[src/rtl/seq_detect_ctrl.sv]
// seq_detect_ctrl: session controller for serial pattern detection.
//
// A job (pattern, length, overlap mode, bit budget) is latched on a start
// pulse in IDLE. In RUN the block pulls serial bits over a valid/ready
// handshake, shifts them into a history register and flags every match with a
// registered one-cycle det pulse. Matches are counted (saturating). The job
// ends in DONE (one cycle) after num_bits accepted bits, after TIMEOUT idle
// cycles, or right away for an invalid job. In the last two cases err is set.
//
// Handshake: a bit is transferred on a rising clk edge where
//   bit_valid & bit_ready. bit_ready is high throughout RUN and depends only
//   on state, never on bit_valid. The source must hold bit_in stable while
//   bit_valid is high and not yet accepted.
//
// Ports:
//   clk        rising-edge clock
//   rst        asynchronous active-low reset
//   start      job request, sampled only in IDLE
//   pat        pattern; pat[0] = most recent bit, pat[pat_len-1] = oldest
//   pat_len    pattern length, valid 1..MAX_LEN
//   overlap    1 = matches may share bits
//   num_bits   number of serial bits to consume
//   bit_valid  serial source offers bit_in
//   bit_in     serial data bit
//   bit_ready  controller accepts a bit this cycle (RUN)
//   busy       high in RUN and DONE
//   det        one-cycle match pulse, cycle after the completing bit
//   done       one-cycle job-complete pulse (state DONE)
//   err        sticky job error, cleared at the next accepted start
//   match_cnt  saturating match counter for the current/last job
//   state_dbg  current FSM state for observation
module seq_detect_ctrl #(
  parameter int MAX_LEN = 8,
  parameter int CNT_W   = 8,
  parameter int TIMEOUT = 255
) (
  input  logic               clk,
  input  logic               rst,
  input  logic               start,
  input  logic [MAX_LEN-1:0] pat,
  input  logic [4:0]         pat_len,
  input  logic               overlap,
  input  logic [CNT_W-1:0]   num_bits,
  input  logic               bit_valid,
  input  logic               bit_in,
  output logic               bit_ready,
  output logic               busy,
  output logic               det,
  output logic               done,
  output logic               err,
  output logic [CNT_W-1:0]   match_cnt,
  output logic [1:0]         state_dbg
);

  localparam logic [1:0] IDLE = 2'd0;
  localparam logic [1:0] RUN  = 2'd1;
  localparam logic [1:0] DONE = 2'd2;

  localparam int FILL_W = $clog2(MAX_LEN + 1);
  localparam int IDLE_W = $clog2(TIMEOUT + 1);

  logic [1:0]         state;
  logic [MAX_LEN-1:0] pat_q;
  logic [4:0]         len_q;
  logic               ov_q;
  logic [CNT_W-1:0]   nb_q;
  logic [MAX_LEN-1:0] hist;
  logic [FILL_W-1:0]  fill;
  logic [CNT_W-1:0]   consumed;
  logic [IDLE_W-1:0]  idle_cnt;
  logic               det_q;
  logic               err_q;
  logic [CNT_W-1:0]   cnt_q;

  logic [MAX_LEN-1:0] hist_nxt;
  logic [MAX_LEN-1:0] mask;
  logic [FILL_W-1:0]  fill_sat;
  logic [5:0]         fill_ext;
  logic               hit;
  logic               last_bit;
  logic               timeout_hit;
  logic               bad_job;

  always_comb begin
    hist_nxt = {hist[MAX_LEN-2:0], bit_in};
    mask     = '0;
    for (int i = 0; i < MAX_LEN; i++) begin
      mask[i] = (5'(i) < len_q);
    end
    // fill counts history bits usable by the next match; a match needs
    // pat_len of them including the bit being accepted.
    fill_ext    = 6'(fill) + 6'd1;
    hit         = (fill_ext >= {1'b0, len_q}) &&
                  ((hist_nxt & mask) == (pat_q & mask));
    fill_sat    = (fill == FILL_W'(MAX_LEN)) ? fill : fill + FILL_W'(1);
    last_bit    = ((consumed + CNT_W'(1)) == nb_q);
    timeout_hit = (idle_cnt == IDLE_W'(TIMEOUT - 1));
    bad_job     = (pat_len == 5'd0) || (pat_len > 5'(MAX_LEN)) ||
                  (num_bits == '0);
  end

  always_ff @(posedge clk or negedge rst) begin
    if (!rst) begin
      state    <= IDLE;
      pat_q    <= '0;
      len_q    <= '0;
      ov_q     <= 1'b0;
      nb_q     <= '0;
      hist     <= '0;
      fill     <= '0;
      consumed <= '0;
      idle_cnt <= '0;
      det_q    <= 1'b0;
      err_q    <= 1'b0;
      cnt_q    <= '0;
    end else begin
      det_q <= 1'b0;
      case (state)
        IDLE: begin
          if (start) begin
            pat_q    <= pat;
            len_q    <= pat_len;
            ov_q     <= overlap;
            nb_q     <= num_bits;
            hist     <= '0;
            fill     <= '0;
            consumed <= '0;
            idle_cnt <= '0;
            cnt_q    <= '0;
            err_q    <= bad_job;
            state    <= bad_job ? DONE : RUN;
          end
        end
        RUN: begin
          if (bit_valid) begin
            hist     <= hist_nxt;
            consumed <= consumed + CNT_W'(1);
            idle_cnt <= '0;
            if (hit) begin
              det_q <= 1'b1;
              if (cnt_q != '1) cnt_q <= cnt_q + CNT_W'(1);
              // Without overlap, restart filling so no bit is reused.
              fill <= ov_q ? fill_sat : '0;
            end else begin
              fill <= fill_sat;
            end
            if (last_bit) state <= DONE;
          end else if (timeout_hit) begin
            err_q <= 1'b1;
            state <= DONE;
          end else begin
            idle_cnt <= idle_cnt + IDLE_W'(1);
          end
        end
        DONE:    state <= IDLE;
        default: state <= IDLE;
      endcase
    end
  end

  assign bit_ready = (state == RUN);
  assign busy      = (state == RUN) || (state == DONE);
  assign done      = (state == DONE);
  assign det       = det_q;
  assign err       = err_q;
  assign match_cnt = cnt_q;
  assign state_dbg = state;

endmodule

[config.mk]
export PLATFORM = sky130hd
export DESIGN_NAME = seq_detect_ctrl
export DESIGN_NICKNAME = d
export VERILOG_FILES = /design/src/rtl/seq_detect_ctrl.sv
export SDC_FILE = /design/constraint.sdc
export NUM_CORES = 1
export LEC_CHECK = 0
export ABC_CLOCK_PERIOD_IN_PS = 2700
export CAP_MARGIN = 20
export CORE_MARGIN = 2
export CORE_UTILIZATION = 45
export DETAILED_ROUTE_END_ITERATION = 10
export PLACE_DENSITY = 0.7
export REMOVE_ABC_BUFFERS = 1
export SETUP_SLACK_MARGIN = 0.1
export SLEW_MARGIN = 10
export SYNTH_ARGS = -nofsm -noshare
export SYNTH_HDL_FRONTEND = slang
export SYNTH_SLANG_ARGS = --single-unit
[constraint.sdc]
create_clock -name clk -period 2.7 [get_ports clk]
set_clock_uncertainty 0.2 [all_clocks]
set_input_delay 0.27 -clock clk [delete_from_list [all_inputs] [get_ports clk]]
set_output_delay 0.27 -clock clk [all_outputs]
set_load 0.1 [all_outputs]
==> results of run 1 <==
sequential cells by signal (all words and copies together), names as in the netlist:
signal     cells
hist           7
fill           4
state_dbg      2
len_q          5
err            1
idle_cnt       8
ov_q           1
det            1
consumed       8
nb_q           8
pat_q          8
match_cnt      8
cell usage in the layout, fill, tap and decap left out, drive strengths merged, types with 2 or more instances in the layout:
master | netlist | final
or3 | 3 | 3
nand4b | 2 | 2
a31oi | 3 | 3
clkbuf | 7 | 11
clkdlybuf4s50 | 0 | 25
and2 | 2 | 2
nand4 | 2 | 2
xnor2 | 17 | 17
nor3 | 3 | 3
o21ai | 21 | 21
o22ai | 4 | 4
inv | 15 | 15
mux2i | 4 | 4
nand2b | 2 | 2
nor2b | 3 | 3
and3 | 6 | 6
a21oi | 11 | 11
a22o | 11 | 11
clkinvlp | 0 | 3
ha | 14 | 14
nand3 | 21 | 21
o31ai | 5 | 5
mux2 | 23 | 23
o21a | 2 | 2
nor4 | 3 | 3
or2 | 5 | 5
or4 | 3 | 3
nand2 | 25 | 25
dfrtp | 61 | 61
o221ai | 2 | 2
xor2 | 11 | 11
nor2 | 18 | 18
bufinv | 0 | 2
buf | 2 | 32
cell type report:
class	count	area [µm²]	share of cell area [%]
clock buffers	11	151.4	3.601
repair buffers	58	501.7	11.93
flip-flops and latches	61	1529	36.37
inverters	15	56.30	1.339
multi-input cells	237	1759	41.85
well taps	99	123.9	2.946
clock inverters	5	82.58	1.964
report_power, final:
| group | total, mW | internal (mW) | switching [mW] |
|---|---|---|---|
| Clock | 0.938 | 0.570 | 0.368 |
| Combinational | 1.42 | 0.593 | 0.823 |
| Sequential | 1.34 | 1.13 | 0.209 |
| Total | 3.69 | 2.29 | 1.40 |
logic make-up (layout without fill, tap and decap cells):
group	after synthesis	in the layout	synth area share, %
and+or+nand+nor	100	100	15.47
AOI/OAI and AO/OA	67	67	13.17
DFF	61	61	46.04
xor gates and xnor gates	29	29	8.075
muxes	27	27	9.019
buffers and inverters	24	89	2.943
adders and majority gates	14	14	5.283
routing by layer:
metal | share of wire, % | up-vias | GRT usage (%)
met3 | 4.0 | 8 | 4.275
met4 | 1.4 | 0 | 6.026
met2 | 47 | 65 | 28.91
met1 | 47 | 1285 | 26.69
met5 | 0 | - | 0
li1 | - | 1275 | -
worst max-delay path by stage:
stage                             startpoint                  endpoint  slack (ns)
floorplan           state_dbg[0]$_DFFE_PN0P_  match_cnt[4]$_DFFE_PN0P_       -1.26
global placement         fill[0]$_DFFE_PN0P_  match_cnt[7]$_DFFE_PN0P_        0.14
detailed placement       fill[0]$_DFFE_PN0P_  match_cnt[7]$_DFFE_PN0P_        0.05
CTS                      fill[1]$_DFFE_PN0P_  match_cnt[4]$_DFFE_PN0P_        0.12
global route             fill[0]$_DFFE_PN0P_       fill[0]$_DFFE_PN0P_        0.05
finish                   fill[0]$_DFFE_PN0P_       fill[0]$_DFFE_PN0P_        0.15
timing repair:
item,in CTS,in global routing
setup endpoints to repair,4,9
resized for setup,2,16
hold buffers,1,0
setup buffers,1,3
hold endpoints to repair,13,0
pin swaps,1,8
metrics by stage:
step	setup slack (ns)	power, mW	cells	area (µm²)
floorplan	-1.263	2.335	313	3274
global placement	0.1355	2.683	465	3856
detailed placement	0.04891	2.720	465	3856
CTS	0.1198	3.688	483	4118
global route	0.04776	3.915	486	4204
finish	0.1545	3.690	486	4204
worst reg2reg max path: cells and delay by family (launching register included):
| family | cells | cell delay, ns |
|---|---|---|
| fa+ha+maj | 1 | 0.32 |
| xor+xnor | 1 | 0.18 |
| simple gates | 2 | 0.37 |
| mux | 1 | 0.26 |
| flops | 1 | 0.42 |
| buf+inv | 1 | 0.13 |
| compound gates | 3 | 0.56 |
==> impl_metrics.py, run 1 <==
metrics = {
    "outcome": {
        "status": "finished clean",
    },
    "detailed_routing": {
        "dr_total_vias": 2633,
        "firstDrtPassIters": 4,
        "first_iter_violations": 96,
        "wl_per_cell_um": 14.91,
        "drt_drc_violations_left": 0,
        "antenna_left": 0,
        "vias_per_cell": 5.418,
        "drt-total-wl_um": 7245,
    },
    "timing": {
        "max_slew.worst_pin.slew_ns": 0.4668,
        "final.period_utilization_pct": 94.28,
        "finalHoldViolations": 0,
        "hold_ws_ns": 0.1643,
        "rsz0062_at_grt": "true",
        "setup_violations": 0,
        "slew_headroom_pct": 68.76,
        "finalMaxSlewViolations": 0,
        "setup_tns_ns": 0,
        "fmax_mhz": 392.8,
        "min_period_ns": 2.546,
    },
    "yosys": {
        "synth_seq_cells": 61,
        "synth_commonest_cells": "dfrtp_1, nand2_1, mux2_2",
        "ys_warn_count": 0,
        "synth_ff_type": "dfrtp_1",
        "synth.area.top_cells": "dfrtp_1, mux2_2, ha_1",
        "synth.yosys.seq_area_share_pct": 46.04,
        "synth_cell_types": 47,
        "synthMostInstantiatedCell": "dfrtp_1",
        "synth_top_area_share_pct": 46.04,
        "synth_area_um2": 3316,
        "yosysTopAreaCell": "dfrtp_1",
        "synth.avg_cell_area_um2": 10.30,
        "synth_edf_count": 0,
        "syn_inst": 322,
        "synth-async-reset-ratio_pct": 100.0,
    },
    "finish": {
        "syn_to_final_growth_pct": 26.79,
        "fill_cells": 626,
        "utilization_pct": 58.59,
        "final_nets": 423,
        "layout-drive-gt1-share_pct": 23.26,
        "diodes": 0,
    },
    "clocking": {
        "htree_num_levels": 3,
        "cts_tree": "done",
        "clk_pin_slew_worst_paths_ns": 0.07,
        "root_buffer": "clkbuf_8",
        "worstSkewPairLatency_ns": 0.33,
        "cts_buffers": 9,
        "cts.path.max_buffers": 2,
        "clock-sinks": 61,
    },
    "critical_path": {
        "cp_max_fo": 4,
        "end_kind": "flop",
        "crit_type": "flop to flop",
        "r2r-start": "fill[0]$_DFFE_PN0P_",
        "crit_buf_inv": 1,
        "startpoint_type": "flop",
        "crit_cells": 9,
        "required_ns": 2.72,
        "crit_path_cell_trace": "buf_6 -> nand3_1 -> xnor2_2 -> ha_2 -> o21a_1 -> a21o_1 -> nand4b_1 -> a31o_1 -> mux2_2",
        "crit_family": "compound AO/OA/AOI/OAI gates",
        "worst-r2r-setup-slack_ns": 0.15,
        "r2r-end": "fill[0]$_DFFE_PN0P_",
        "worstPathArrival_ns": 2.56,
        "cpPeakStageDelay_ns": 0.42,
        "reg2reg_depth": 9,
        "cp_slowest_cell": "dfrtp_2",
    },
    "global_routing": {
        "grt.total_usage_pct": 18.85,
        "grt_pass1_wl_um": 12340,
        "grt_max_degree": 29,
        "antenna_found_initial": 0,
        "overflow": 0,
        "grt_pass1_vias": 2586,
    },
    "floorplan": {
        "rows": 31,
        "core_um2": 7176,
        "die_area_um2": 8071,
        "die_y_um": 89.84,
        "io_pins": 42,
        "initial_core_util_pct": 46.21,
        "fp.dieW_um": 89.84,
    },
    "placement": {
        "dp_hpwl_um": 5209,
        "gp_congestion": 0.8744,
        "portBuffers": 41,
    },
    "flow_run": {
        "maxCapViolCount": 0,
    },
    "pwr": {
        "p_leak_nw": 1.829,
        "power_density_nw_per_um2": 877.8,
        "peakVddDrop_uv": 372.3,
    },
    "min_path": {
        "hp-class": "input port to asynchronous set/reset pin",
    },
}
(Power assumes the default switching activity.)
==> run 2: changes to the inputs <==
--- a/config.mk
+++ b/config.mk
@@ -7,10 +7,12 @@
 export LEC_CHECK = 0
 export ABC_CLOCK_PERIOD_IN_PS = 2700
 export CAP_MARGIN = 20
+export CELL_PAD_IN_SITES_DETAIL_PLACEMENT = 0
+export CELL_PAD_IN_SITES_GLOBAL_PLACEMENT = 1
 export CORE_MARGIN = 2
-export CORE_UTILIZATION = 45
+export CORE_UTILIZATION = 39
 export DETAILED_ROUTE_END_ITERATION = 10
-export PLACE_DENSITY = 0.7
+export PLACE_DENSITY_LB_ADDON = 0.1
 export REMOVE_ABC_BUFFERS = 1
 export SETUP_SLACK_MARGIN = 0.1
 export SLEW_MARGIN = 10
==> run 2 against run 1 <==
Against the previous run: critical endpoint is now match_cnt[4]$_DFFE_PN0P_; sequential power about the same; die area rose by 15%; worst setup slack better by 0.053 ns; sequential cell count unchanged; global-route usage down 1.1 points; first-iteration DRC count increased by 44%; combinational power barely moved; critical path depth is the same; cell area down 0.89%.
==> impl_metrics.py, run 2 (same netlist as run 1, synthesis figures left out) <==
metrics = {
    "detailed_routing": {
        "firstDrtPassIters": 4,
        "dr_total_vias": 2596,
        "antenna_left": 0,
        "drt_drc_violations_left": 0,
        "wl_per_cell_um": 15.29,
        "first_iter_violations": 138,
        "vias_per_cell": 5.276,
        "drt-total-wl_um": 7525,
    },
    "pwr": {
        "power_density_nw_per_um2": 865.6,
        "peakVddDrop_uv": 452.9,
        "p_leak_nw": 1.814,
    },
    "floorplan": {
        "die_y_um": 96.21,
        "fp.dieW_um": 96.21,
        "rows": 33,
        "die_area_um2": 9255,
        "initial_core_util_pct": 40.35,
        "core_um2": 8217,
        "io_pins": 42,
    },
    "timing": {
        "rsz0062_at_grt": "true",
        "min_period_ns": 2.492,
        "finalHoldViolations": 0,
        "slew_headroom_pct": 67.85,
        "finalMaxSlewViolations": 0,
        "final.period_utilization_pct": 92.31,
        "setup_tns_ns": 0,
        "max_slew.worst_pin.slew_ns": 0.4823,
        "fmax_mhz": 401.2,
        "setup_violations": 0,
    },
    "critical_path": {
        "r2r-end": "match_cnt[4]$_DFFE_PN0P_",
        "end_kind": "flop",
        "reg2reg_depth": 9,
        "cp_max_fo": 8,
        "crit_type": "flop to flop",
        "required_ns": 2.77,
        "startpoint_type": "flop",
        "worst-r2r-setup-slack_ns": 0.21,
        "r2r-start": "fill[0]$_DFFE_PN0P_",
        "worstPathArrival_ns": 2.56,
    },
    "finish": {
        "diodes": 0,
        "final_nets": 423,
        "final_common_cell": "dfrtp_1",
        "layout_common_cells": "dfrtp_1, buf_4, nand2_1, clkdlybuf4s50_1, mux2_2",
        "fill_cells": 791,
        "syn_to_final_growth_pct": 25.66,
        "layout-drive-gt1-share_pct": 21.96,
        "utilization_pct": 50.71,
    },
    "clocking": {
        "cts_buffers": 9,
        "clock-sinks": 61,
        "root_buffer": "clkbuf_8",
        "clk_pin_slew_worst_paths_ns": 0.07,
        "htree_num_levels": 3,
        "worstSkewPairLatency_ns": 0.35,
        "cts.path.max_buffers": 2,
        "cts_tree": "done",
    },
    "global_routing": {
        "grt_max_degree": 22,
        "grt.total_usage_pct": 17.79,
        "grt_pass1_wl_um": 12460,
        "antenna_found_initial": 0,
        "grt_pass1_vias": 2489,
        "overflow": 0,
    },
    "min_path": {
        "hp-class": "input port to asynchronous set/reset pin",
    },
    "outcome": {
        "status": "finished clean",
    },
    "placement": {
        "dp_hpwl_um": 5571,
        "portBuffers": 41,
        "gp_congestion": 0.8268,
    },
    "flow_run": {
        "maxCapViolCount": 0,
    },
}
[run 2: how the worst max path moves through the flow]
stage,startpoint,endpoint,slack [ns]
after floorplan,state_dbg[0]$_DFFE_PN0P_,match_cnt[4]$_DFFE_PN0P_,-1.26
after global placement,fill[0]$_DFFE_PN0P_,match_cnt[7]$_DFFE_PN0P_,0.1
after detailed placement,fill[0]$_DFFE_PN0P_,match_cnt[7]$_DFFE_PN0P_,0.07
after CTS,fill[0]$_DFFE_PN0P_,match_cnt[7]$_DFFE_PN0P_,0.11
after global routing,fill[1]$_DFFE_PN0P_,match_cnt[4]$_DFFE_PN0P_,0.07
final,fill[0]$_DFFE_PN0P_,match_cnt[4]$_DFFE_PN0P_,0.21
[run 2: through the flow]
step	std cells	setup slack [ns]	total power, mW	hold slack (ns)	instance area [µm²]
2_1_floorplan	313	-1.263	2.335	-0.2256	3274
3_3_place_gp	472	0.09559	2.723	0.05904	3871
3_5_place_dp	472	0.06546	2.740	0.05996	3871
4_1_cts	491	0.1095	3.624	0.2310	4116
5_1_grt	492	0.06767	3.841	0.2501	4167
6_report	492	0.2077	3.607	0.2133	4167
[run 2: routing by layer]
metal  track usage, %  up-vias  routed length [µm]
li1                 -     1285                   -
met1            24.65     1236                3769
met2            27.31       62                3314
met3            3.524       13                 295
met4            6.905        0                 146
met5                0        -                   0
[run 2: worst max-delay path, stage by stage (launching register included)]
cell and delay [ns]:
dfrtp_2 0.45, inv_1 0.11, ha_4 0.21, ha_1 0.26, o21ai_0 0.09, o21ai_1 0.12, a21o_1 0.19, nand3_4 0.13
or4_4 0.54, a21oi_2 0.12
[run 2: area by class of cell]
cell class	instances	area (µm²)	area share [%]
multi-input combinational	237	1743	41.83
sequential	61	1528	36.67
timing repair buffer	58	498.0	11.95
clock buffer	11	151.4	3.634
tap	105	131.4	3.153
clock inverter	5	58.81	1.411
inverter	15	56.30	1.351
[run 2: repair_timing]
item / in CTS / in global routing
resized for setup: 2 / 11
buffers inserted: 2 / 1
endpoints found under the setup margin: 3 / 8
pin swaps: 2 / 5
hold endpoints to repair: 19 / 0
hold buffers: 1 / 0
[run 2: where the power goes]
part | leakage, nW | switching [mW] | internal, mW
Clock | 0.102 | 0.378 | 0.476
Combinational | 0.917 | 0.821 | 0.597
Sequential | 0.796 | 0.207 | 1.13
==> edit, RTL diff (flow settings as in run 1) <==
The parameter `MAX_LEN` goes from 8 to 4.
--- a/src/rtl/seq_detect_ctrl.sv
+++ b/src/rtl/seq_detect_ctrl.sv
@@ -30,7 +30,7 @@
 //   match_cnt  saturating match counter for the current/last job
 //   state_dbg  current FSM state for observation
 module seq_detect_ctrl #(
-  parameter int MAX_LEN = 8,
+  parameter int MAX_LEN = 4,
   parameter int CNT_W   = 8,
   parameter int TIMEOUT = 255
 ) (
Interface: changed (resized pat); port bits go from 42 to 38. The function was not compared with the original's and may differ.
==> edit against run 1 <==
- sequential share of layout area rose by 0.30 points
- final cell count fell by 14%
- synthesized area fell by 11%
- non-clock buffer count fell by 11
- total power fell by 18%
- design area fell by 16%
- utilization fell by 2.7 points
- sequential cell count fell by 9
- via count fell by 9.6%
- clock power fell by 41%
- routed wire length fell by 11%
- setup slack improved by 0.13 ns
- maximum frequency rose by 5.3%
- critical endpoint is now fill[1]$_DFFE_PN0P_
- largest cell class unchanged
==> edit: results <==
placement:
  dp_hpwl_um: 4900
  pre_cts_slack_ns: 0.244
  io_buffers: 37
drt:
  drt-initial-drc-count: 134
  vias_per_cell: 5.72
  drt_wl_total_um: 6430
synthesis:
  synth-xor-area-share_pct: 5.06
  synth_common_cells: "52 x dfrtp_1, 31 x nand2_1, 17 x nor2_1"
  synth_fa_ha_area_share_pct: 5.53
  synthMuxAreaShare_pct: 8.34
  synth-compound-area-share_pct: 16.5
  ys_seq_area_share_pct: 44.2
global_routing:
  grt_pass1_vias: 2328
  grt_max_degree: 31
  grt_pass1_wl_um: 11100
  grt_usage_pct: 19.2
worst_setup_path:
  worstPathMaxFanout: 7
  worstPathArrival_ns: 2.43
power_and_ir_drop:
  vdd_drop_max_mv: 1.05
  power_leakage_nw: 1.55
final_layout:
  stdcell_count: 416
  final_nets: 374
  final.fill_count: 551
  layout-drive-gt1-share_pct: 14.2
cts:
  htreeDepth: 2
  post_cts_buffers: 0
  clk_pin_slew_ns: 0.10
  cts_buffers: 5
run_status:
  status: "finished, final reports clean"
timing:
  fmax_mhz: 414
-- edit: path summary, 6_finish.rpt --
check,cells after the start,slack (ns),to
max,7,0.28,fill[1]$_DFFE_PN0P_
min reg2reg,1,0.32,pat_q[3]$_DFFE_PN0P_
min in group asynchronous,2,0.33,idle_cnt[6]$_DFFE_PN0P_
max in group asynchronous,3,1.33,pat_q[3]$_DFFE_PN0P_
max reg2reg,7,0.28,fill[1]$_DFFE_PN0P_
min,1,0.32,pat_q[3]$_DFFE_PN0P_
-- edit: per-stage QoR --
| step | util (%) | area, µm² |
|---|---|---|
| final | 55.9 | 3550 |
| after global routing | 55.9 | 3550 |
| after CTS | 55.7 | 3540 |
| after detailed placement | 53.7 | 3410 |
| after global placement | 53.7 | 3410 |
| after floorplan | - | 2900 |
-- edit: final cells by class --
cell class              count  area [µm²]  share of cell area (%)
clock buffers               5        68.8                    1.94
flip-flops and latches     52        1300                    36.7
well taps                  77        96.3                    2.72
inverters                  11        41.3                    1.16
repair buffers             47         430                    12.1
clock inverters             3        46.3                    1.30
multi-input cells         221        1560                    44.1
-- edit: power groups by stage --
stage	combinational [mW]	sequential (mW)	clock, mW
floorplan	0.846	1.20	0
global placement	1.29	1.15	0
detailed placement	1.30	1.15	0
CTS	1.31	1.14	0.568
global route	1.44	1.16	0.603
finish	1.32	1.14	0.555
-- edit: critical path, stage by stage (launching register included) --
cell and delay [ns]:
dfrtp_1 0.47, and3_1 0.23, ha_1 0.27, o21bai_1 0.09
nor4_4 0.29, nand2_1 0.22, or2_1 0.29, a32o_1 0.26
-- edit: logic make-up after synthesis --
family,Yosys count
AOI/OAI and AO/OA,69
muxes,22
xor gates and xnor gates,17
buffers and inverters,21
DFF,52
adders and majority gates,13
and+or+nand+nor,100
-- edit: metal layers --
| layer | GRT usage (%) | part of all wire (%) |
|---|---|---|
| met2 | 30.1 | 46 |
| met5 | 0 | 0 |
| met1 | 27.0 | 49 |
| met4 | 5.48 | 0.53 |
| met3 | 4.28 | 4.0 |
-- edit: what timing repair did --
item                                    in CTS  in global routing
hold buffers                                 1                  0
gates resized for setup                      0                  2
endpoints found under the hold margin       28                  0
endpoints found under the setup margin       0                 11
